**src/rtl/rv32i_pkg.sv**
```systemverilog
// Shared RV32I front-end types and constants.
// Latency: none (declarations only).
// Backpressure: none (declarations only).
package rv32i_pkg;

    localparam int          XLEN      = 32;
    localparam logic [31:0] RV32I_NOP = 32'h0000_0013;

    // ISSUE: may send a request; WAIT_RSP: one live fetch outstanding;
    // DRAIN: one killed fetch outstanding whose response must be swallowed.
    typedef enum logic [1:0] {
        ISSUE    = 2'd0,
        WAIT_RSP = 2'd1,
        DRAIN    = 2'd2
    } fetch_state_e;

endpackage

```
**src/rtl/fetch_stage_if_id_reg.sv**
```systemverilog
// IF/ID pipeline register: valid, instruction, PC and PC+4 with load/bubble/hold.
// Latency: 1 cycle from load/bubble to outputs.
// Backpressure: holds contents whenever neither load nor bubble is asserted; bubble wins over load.
module if_id_reg #(
    parameter int XLEN = 32
) (
    input  logic            clk_i,
    input  logic            rst_ni,
    input  logic            load,
    input  logic            bubble,
    input  logic [31:0]     load_instr,
    input  logic [XLEN-1:0] load_pc,
    output logic            valid,
    output logic [31:0]     instr,
    output logic [XLEN-1:0] pc,
    output logic [XLEN-1:0] pc_plus4
);
    import rv32i_pkg::*;

    // Register update: bubble kills the slot, load captures a new instruction, otherwise hold.
    always_ff @(posedge clk_i or negedge rst_ni) begin
        if (!rst_ni) begin
            valid    <= 1'b0;
            instr    <= RV32I_NOP;
            pc       <= '0;
            pc_plus4 <= '0;
        end else if (bubble) begin
            valid <= 1'b0;
            instr <= RV32I_NOP;
        end else if (load) begin
            valid    <= 1'b1;
            instr    <= load_instr;
            pc       <= load_pc;
            pc_plus4 <= load_pc + XLEN'(4);
        end
    end

endmodule

```
**src/rtl/fetch_stage.sv**
```systemverilog
// RV32I IF stage: PC, single-outstanding imem fetch FSM, one-entry hold buffer, IF/ID register.
// Latency: IF/ID loads 1 cycle after imem_rvalid_i; zero-wait memory gives 1 instr every 2 cycles.
// Backpressure: stall_i parks a response in the hold buffer and blocks new requests; flush_i kills everything.
// Optional: define FETCH_STAGE_PERF_CNT_EN to add perf_fetch_o / perf_bubble_o counters.
module fetch_stage #(
    parameter logic [31:0] RESET_PC = 32'h0000_0000,
    parameter int          XLEN     = 32
) (
    input  logic            clk_i,
    input  logic            rst_ni,
    input  logic            stall_i,
    input  logic            flush_i,
    input  logic [XLEN-1:0] pc_target_i,
    output logic            imem_req_o,
    output logic [XLEN-1:0] imem_addr_o,
    input  logic            imem_ready_i,
    input  logic            imem_rvalid_i,
    input  logic [31:0]     imem_rdata_i,
    output logic            valid_o,
    output logic [31:0]     instr_o,
    output logic [XLEN-1:0] pc_o,
    output logic [XLEN-1:0] pc_plus4_o
`ifdef FETCH_STAGE_PERF_CNT_EN
    ,
    output logic [31:0]     perf_fetch_o,
    output logic [31:0]     perf_bubble_o
`endif
);
    import rv32i_pkg::*;

    fetch_state_e    state_q, state_d;
    logic [XLEN-1:0] pc_q;
    logic [XLEN-1:0] fetch_pc_q;
    logic            hold_v_q;
    logic [31:0]     hold_instr_q;
    logic [XLEN-1:0] hold_pc_q;

    logic            accept;
    logic            rsp_live;
    logic            ifid_load;
    logic            ifid_bubble;
    logic [31:0]     ifid_instr;
    logic [XLEN-1:0] ifid_pc;
    logic [XLEN-1:0] target_aligned;

    // Redirect targets are word addresses; the two low bits are dropped.
    assign target_aligned = pc_target_i & ~XLEN'(3);

    // Requests are gated by reset so nothing leaks out while the stage is held in reset.
    assign imem_req_o  = rst_ni && (state_q == ISSUE) && !hold_v_q && !flush_i;
    assign imem_addr_o = pc_q;
    assign accept      = imem_req_o && imem_ready_i;

    // A response is usable only when it belongs to a live fetch and no redirect kills it.
    assign rsp_live    = (state_q == WAIT_RSP) && imem_rvalid_i && !flush_i;

    // Buffered data always beats a new response: the hold buffer is only full when nothing is in flight.
    assign ifid_load   = !flush_i && !stall_i && (hold_v_q || rsp_live);
    assign ifid_bubble = flush_i || (!stall_i && !hold_v_q && !rsp_live);
    assign ifid_instr  = hold_v_q ? hold_instr_q : imem_rdata_i;
    assign ifid_pc     = hold_v_q ? hold_pc_q    : fetch_pc_q;

    // Next-state: a response always returns to ISSUE; a redirect with a fetch still owed goes to DRAIN.
    always_comb begin
        state_d = state_q;
        case (state_q)
            ISSUE:    if (accept) state_d = WAIT_RSP;
            WAIT_RSP: begin
                if (imem_rvalid_i)  state_d = ISSUE;
                else if (flush_i)   state_d = DRAIN;
            end
            DRAIN:    if (imem_rvalid_i) state_d = ISSUE;
            default:  state_d = ISSUE;
        endcase
    end

    // FSM, PC and the PC of the outstanding fetch.
    always_ff @(posedge clk_i or negedge rst_ni) begin
        if (!rst_ni) begin
            state_q    <= ISSUE;
            pc_q       <= RESET_PC;
            fetch_pc_q <= '0;
        end else begin
            state_q <= state_d;
            if (flush_i) begin
                pc_q <= target_aligned;
            end else if (accept) begin
                pc_q <= pc_q + XLEN'(4);
            end
            if (accept) begin
                fetch_pc_q <= pc_q;
            end
        end
    end

    // Hold buffer: catches a response that arrives while decode is stalled, empties on the first free cycle.
    always_ff @(posedge clk_i or negedge rst_ni) begin
        if (!rst_ni) begin
            hold_v_q     <= 1'b0;
            hold_instr_q <= RV32I_NOP;
            hold_pc_q    <= '0;
        end else if (flush_i) begin
            hold_v_q <= 1'b0;
        end else if (rsp_live && stall_i) begin
            hold_v_q     <= 1'b1;
            hold_instr_q <= imem_rdata_i;
            hold_pc_q    <= fetch_pc_q;
        end else if (hold_v_q && !stall_i) begin
            hold_v_q <= 1'b0;
        end
    end

    if_id_reg #(
        .XLEN(XLEN)
    ) u_if_id (
        .clk_i      (clk_i),
        .rst_ni     (rst_ni),
        .load       (ifid_load),
        .bubble     (ifid_bubble),
        .load_instr (ifid_instr),
        .load_pc    (ifid_pc),
        .valid      (valid_o),
        .instr      (instr_o),
        .pc         (pc_o),
        .pc_plus4   (pc_plus4_o)
    );

`ifdef FETCH_STAGE_PERF_CNT_EN
    // Event counters: every IF/ID load of a live instruction and every bubble written (flush included).
    always_ff @(posedge clk_i or negedge rst_ni) begin
        if (!rst_ni) begin
            perf_fetch_o  <= '0;
            perf_bubble_o <= '0;
        end else begin
            if (ifid_load)   perf_fetch_o  <= perf_fetch_o + 32'd1;
            if (ifid_bubble) perf_bubble_o <= perf_bubble_o + 32'd1;
        end
    end
`endif

endmodule

```
**config.mk**
```make
export PLATFORM = sky130hd
export DESIGN_NAME = fetch_stage
export DESIGN_NICKNAME = d
export VERILOG_FILES = /design/src/rtl/rv32i_pkg.sv /design/src/rtl/fetch_stage_if_id_reg.sv /design/src/rtl/fetch_stage.sv
export SDC_FILE = /design/constraint.sdc
export NUM_CORES = 1
export LEC_CHECK = 0
export BUFFER_PORTS_ARGS = -buffer_cell sky130_fd_sc_hd__buf_2
export CORE_MARGIN = 3
export CORE_UTILIZATION = 56
export DETAILED_ROUTE_END_ITERATION = 8
export GPL_TIMING_DRIVEN = 0
export PLACE_DENSITY = 0.81
export SLEW_MARGIN = 20
export SYNTH_ARGS = -nofsm -noshare
export SYNTH_HDL_FRONTEND = slang
export SYNTH_SLANG_ARGS = --single-unit
```
**constraint.sdc**
```tcl
create_clock -name clk_i -period 3.55 [get_ports clk_i]
set_input_delay 0.5325 -clock clk_i [delete_from_list [all_inputs] [get_ports clk_i]]
set_output_delay 0.5325 -clock clk_i [all_outputs]
set_load 0.01 [all_outputs]
```
==> results.md <==
- Final core occ: 70.5%
- Crit Path Max Fanout: 10
- Crit end category: register
- Max frequency: 300 MHz
- DR pass1 iterations: 6
- Setup TNS: 0 ns
- Yosys top cell by area: dfrtp_1
- Gr ovfl total: 0
- CTS buffer count: 23
- Gate power share: 18.7%
- Sw frac: 29.5%
- Top-Level Pins: 200
- Post-synthesis sequential area ratio: 53.4%
- Slowest-stage cell, CP: or4_1
- Max-cap viol count: 0
- Hold crit path type: in2reg
- Flip-flop and latch area: 5460 um^2
- Top post-synthesis cells by area: dfrtp_1 (52%), nand2_1 (8.1%), mux2_2 (7.0%)
- Clock Pin Slew Worst Setup and Hold Paths: 0.06 ns
- WL per Instance: 19.3 um
- Wirelength, routed: 28,300 um
- Max incr delay on CP: 0.54 ns
- WP data required: 4.00 ns
- Post-DR vias/cell: 5.96
- Antenna violations before repair: 0
- Setup Skew: 0.0210 ns
- Root Driver: clkbuf_16
- Worst rel slew slack: 40.5%
- Share of cells above drive strength 1: 27.2%
- HPWL after DPL: 20,400 um
- # nets final: 1,292
- Startpoint Class: register
- Layout overhead on the synthesized area: 21.2%
- CP top delay family: simple AND/OR/NAND/NOR gates
- Total global-route track usage: 27.9%
- Row count: 48
- P per Cell Area: 596 nW/um^2
- Max clock buf depth: 3
- Fin cells: 1,462
- Crit share post-route: 93.8%
- Worst Max-Slew Pin Slew: 0.887 ns
- Pint: 5.21 mW
- Average cell area after synthesis: 10.3 um^2
- Full die area: 19,900 um^2
- Final min period: 3.33 ns
- Post-synth ARST share: 100%
- H-tree lvl count: 1
- Port bufs: 191
- CP most frequent cell: buf_6
- RSZ-0062 raised after global routing: false
- Final setup fails: 0
- Crit Path Class: reg2reg
- Psw: 2.18 mW
- Slew Limit Fails: 0
- Synth Flop Type: dfrtp_1
- Outcome: complete, no violations
- Reg power frac: 46.4%
- CP Buf/Inv Count: 4
- Yosys Warn Count: 0
- Fill cell count: 1,262
- Leakage power: 5.89 nW
- CTS tree: yes
- Mapped Area: 10,200 um^2
- Synth cell types: 60
- Routed vias: 8,707
- Worst path arrival time: 3.78 ns
- Synth top area share: 51.8%
- Die span in x: 141 um
- Placed insts: 1,418
- Reg2Reg Setup Slack: 0.22 ns
- CTS sink cnt: 218
- Skew-Pair Late Insertion Delay: 0.52 ns
- First-pass GRT wire length: 45,100 um
- Clk pwr share: 34.9%
- Core area: 17,600 um^2
- Antenna-violating nets left: 0
- Maximum VDD drop: 0.482 mV
- # diodes: 0
- EDFF count, synth: 0
- Starting Density: 58.2%
- Area occupied by multi-input gates: 4460 um^2
- Largest net degree at the start of global routing: 85
- Crit path cell chain: buf_6 > buf_6 > buf_2 > clkbuf_4 > mux2_2 > ha_1 > nand4b_1 > a22oi_2 > nand3_2 > or4_1 > nand3_1
- Hold Vio Cnt, Final: 0
- Vias in the first global route: 8,566
- DRC viols: 0
- Chip Height: 141 um
- Register bit count reported by yosys: 218
- RePlAce Congestion: 0.932
- Cell count after synthesis: 995
- Number of DRC markers in iteration 0: 694
-- Yosys cell counts (all sizes together) (9+ instances only) --
master	count
a21o	11
a21oi	16
a22oi	12
buf	20
clkbuf	40
dfrtp	212
inv	14
mux2	64
mux2i	56
nand2	220
nand3	34
nand4	21
nor2	29
o21ai	102
o311ai	15
or4	9
xnor2	14
-- registers in the layout (all words and copies together), names as in the netlist --
signal	count
fetch_pc_q	30
hold_instr_q	32
hold_pc_q	30
hold_v_q	1
imem_addr_o	30
state_q	2
u_if_id.instr	32
u_if_id.pc	30
u_if_id.pc_plus4	30
u_if_id.valid	1
-- power groups by stage --
stage               clock [mW]  combinational, mW  sequential, mW
floorplan                    0              0.667            3.47
global placement             0               1.32            3.42
detailed placement           0               1.37            3.46
CTS                       2.60               1.38            3.42
global route              2.71               1.52            3.50
finish                    2.58               1.38            3.43
-- worst paths after layout --
kind / start / endpoint / cells past startpoint
max in group asynchronous: rst_ni / hold_instr_q[0] / 4
setup / recovery: hold_v_q / u_if_id.pc_plus4[26] / 11
min in group asynchronous: rst_ni / hold_instr_q[30] / 2
setup reg to reg: hold_v_q / u_if_id.pc_plus4[26] / 11
hold / removal: pc_target_i[8] / imem_addr_o[8] / 3
hold reg to reg: u_if_id.pc[20] / u_if_id.pc[20] / 1
-- cell type report --
cell class                 instances  share of cell area (%)
sequential                       218                    44.0
buffer                            60                    2.31
clock inverter                     8                    1.16
tap                              225                    2.27
timing repair buffer             195                    8.37
clock buffer                      34                    5.46
inverter                          14                   0.424
multi-input combinational        708                    36.0
-- cell usage in the layout (no fill, tap or decap), drive strengths merged, types with 3 or more instances in the layout --
master,netlist,routed
a21o,11,11
a21oi,16,16
a22oi,12,12
a31oi,7,7
and2,5,5
and3,6,6
buf,20,213
bufinv,0,4
clkbuf,40,75
clkinv,0,3
conb,1,6
dfrtp,212,212
dfstp,6,6
inv,14,15
mux2,64,64
mux2i,56,56
nand2,220,220
nand3,34,34
nand3b,7,7
nand4,21,21
nand4b,6,6
nor2,29,29
nor2b,6,6
nor3,6,6
nor4,7,7
o211ai,7,7
o21ai,102,102
o22ai,4,4
o311ai,15,15
o31a,3,3
o31ai,6,6
or2,3,3
or4,9,9
xnor2,14,14
xor2,5,5
-- per-stage QoR --
step	hold slack [ns]	instance area, um^2	setup WS (ns)	power, mW
after CTS	0.224	12400	0.0900	7.40
after floorplan	0.237	10300	0.857	4.13
final	0.234	12400	0.219	7.39
after detailed placement	0.460	11600	0.105	4.83
after global routing	0.233	12400	0.0835	7.72
after global placement	0.454	11500	-3.13	4.75
-- worst register-to-register path, delay by kind of cell, from the launching register on --
kind | cells | cell delay, ns
AO/OA/AOI/OAI | 1 | 0.37
adder cells (fa/ha/maj) | 1 | 0.21
buffers and inverters | 4 | 0.95
flip-flops | 1 | 0.45
multiplexers | 1 | 0.24
AND/OR/NAND/NOR | 4 | 1.06
-- cell families after synthesis --
group | count (synthesis) | synth area share, %
and+or+nand+nor | 363 | 16.5
other | 1 | 0.0366
buffers and inverters | 74 | 3.29
muxes | 120 | 12.5
AOI/OAI and AO/OA | 198 | 12.4
xor gates and xnor gates | 19 | 1.63
adders and majority gates | 2 | 0.244
DFF | 218 | 53.4
-- timing repair --
action	4_1_cts	5_1_grt
hold endpoints to repair	60	0
hold buffers	1	0
resized for setup	0	2
setup buffers	0	1
setup endpoints to repair	0	6
-- metal layers --
metal / global-route usage, % / part of all wire (%)
met3: 4.44 / 9.2
met5: 0 / 0
met4: 7.65 / 2.6
met1: 38.8 / 41
met2: 45.9 / 47
(Power assumes the default switching activity.)
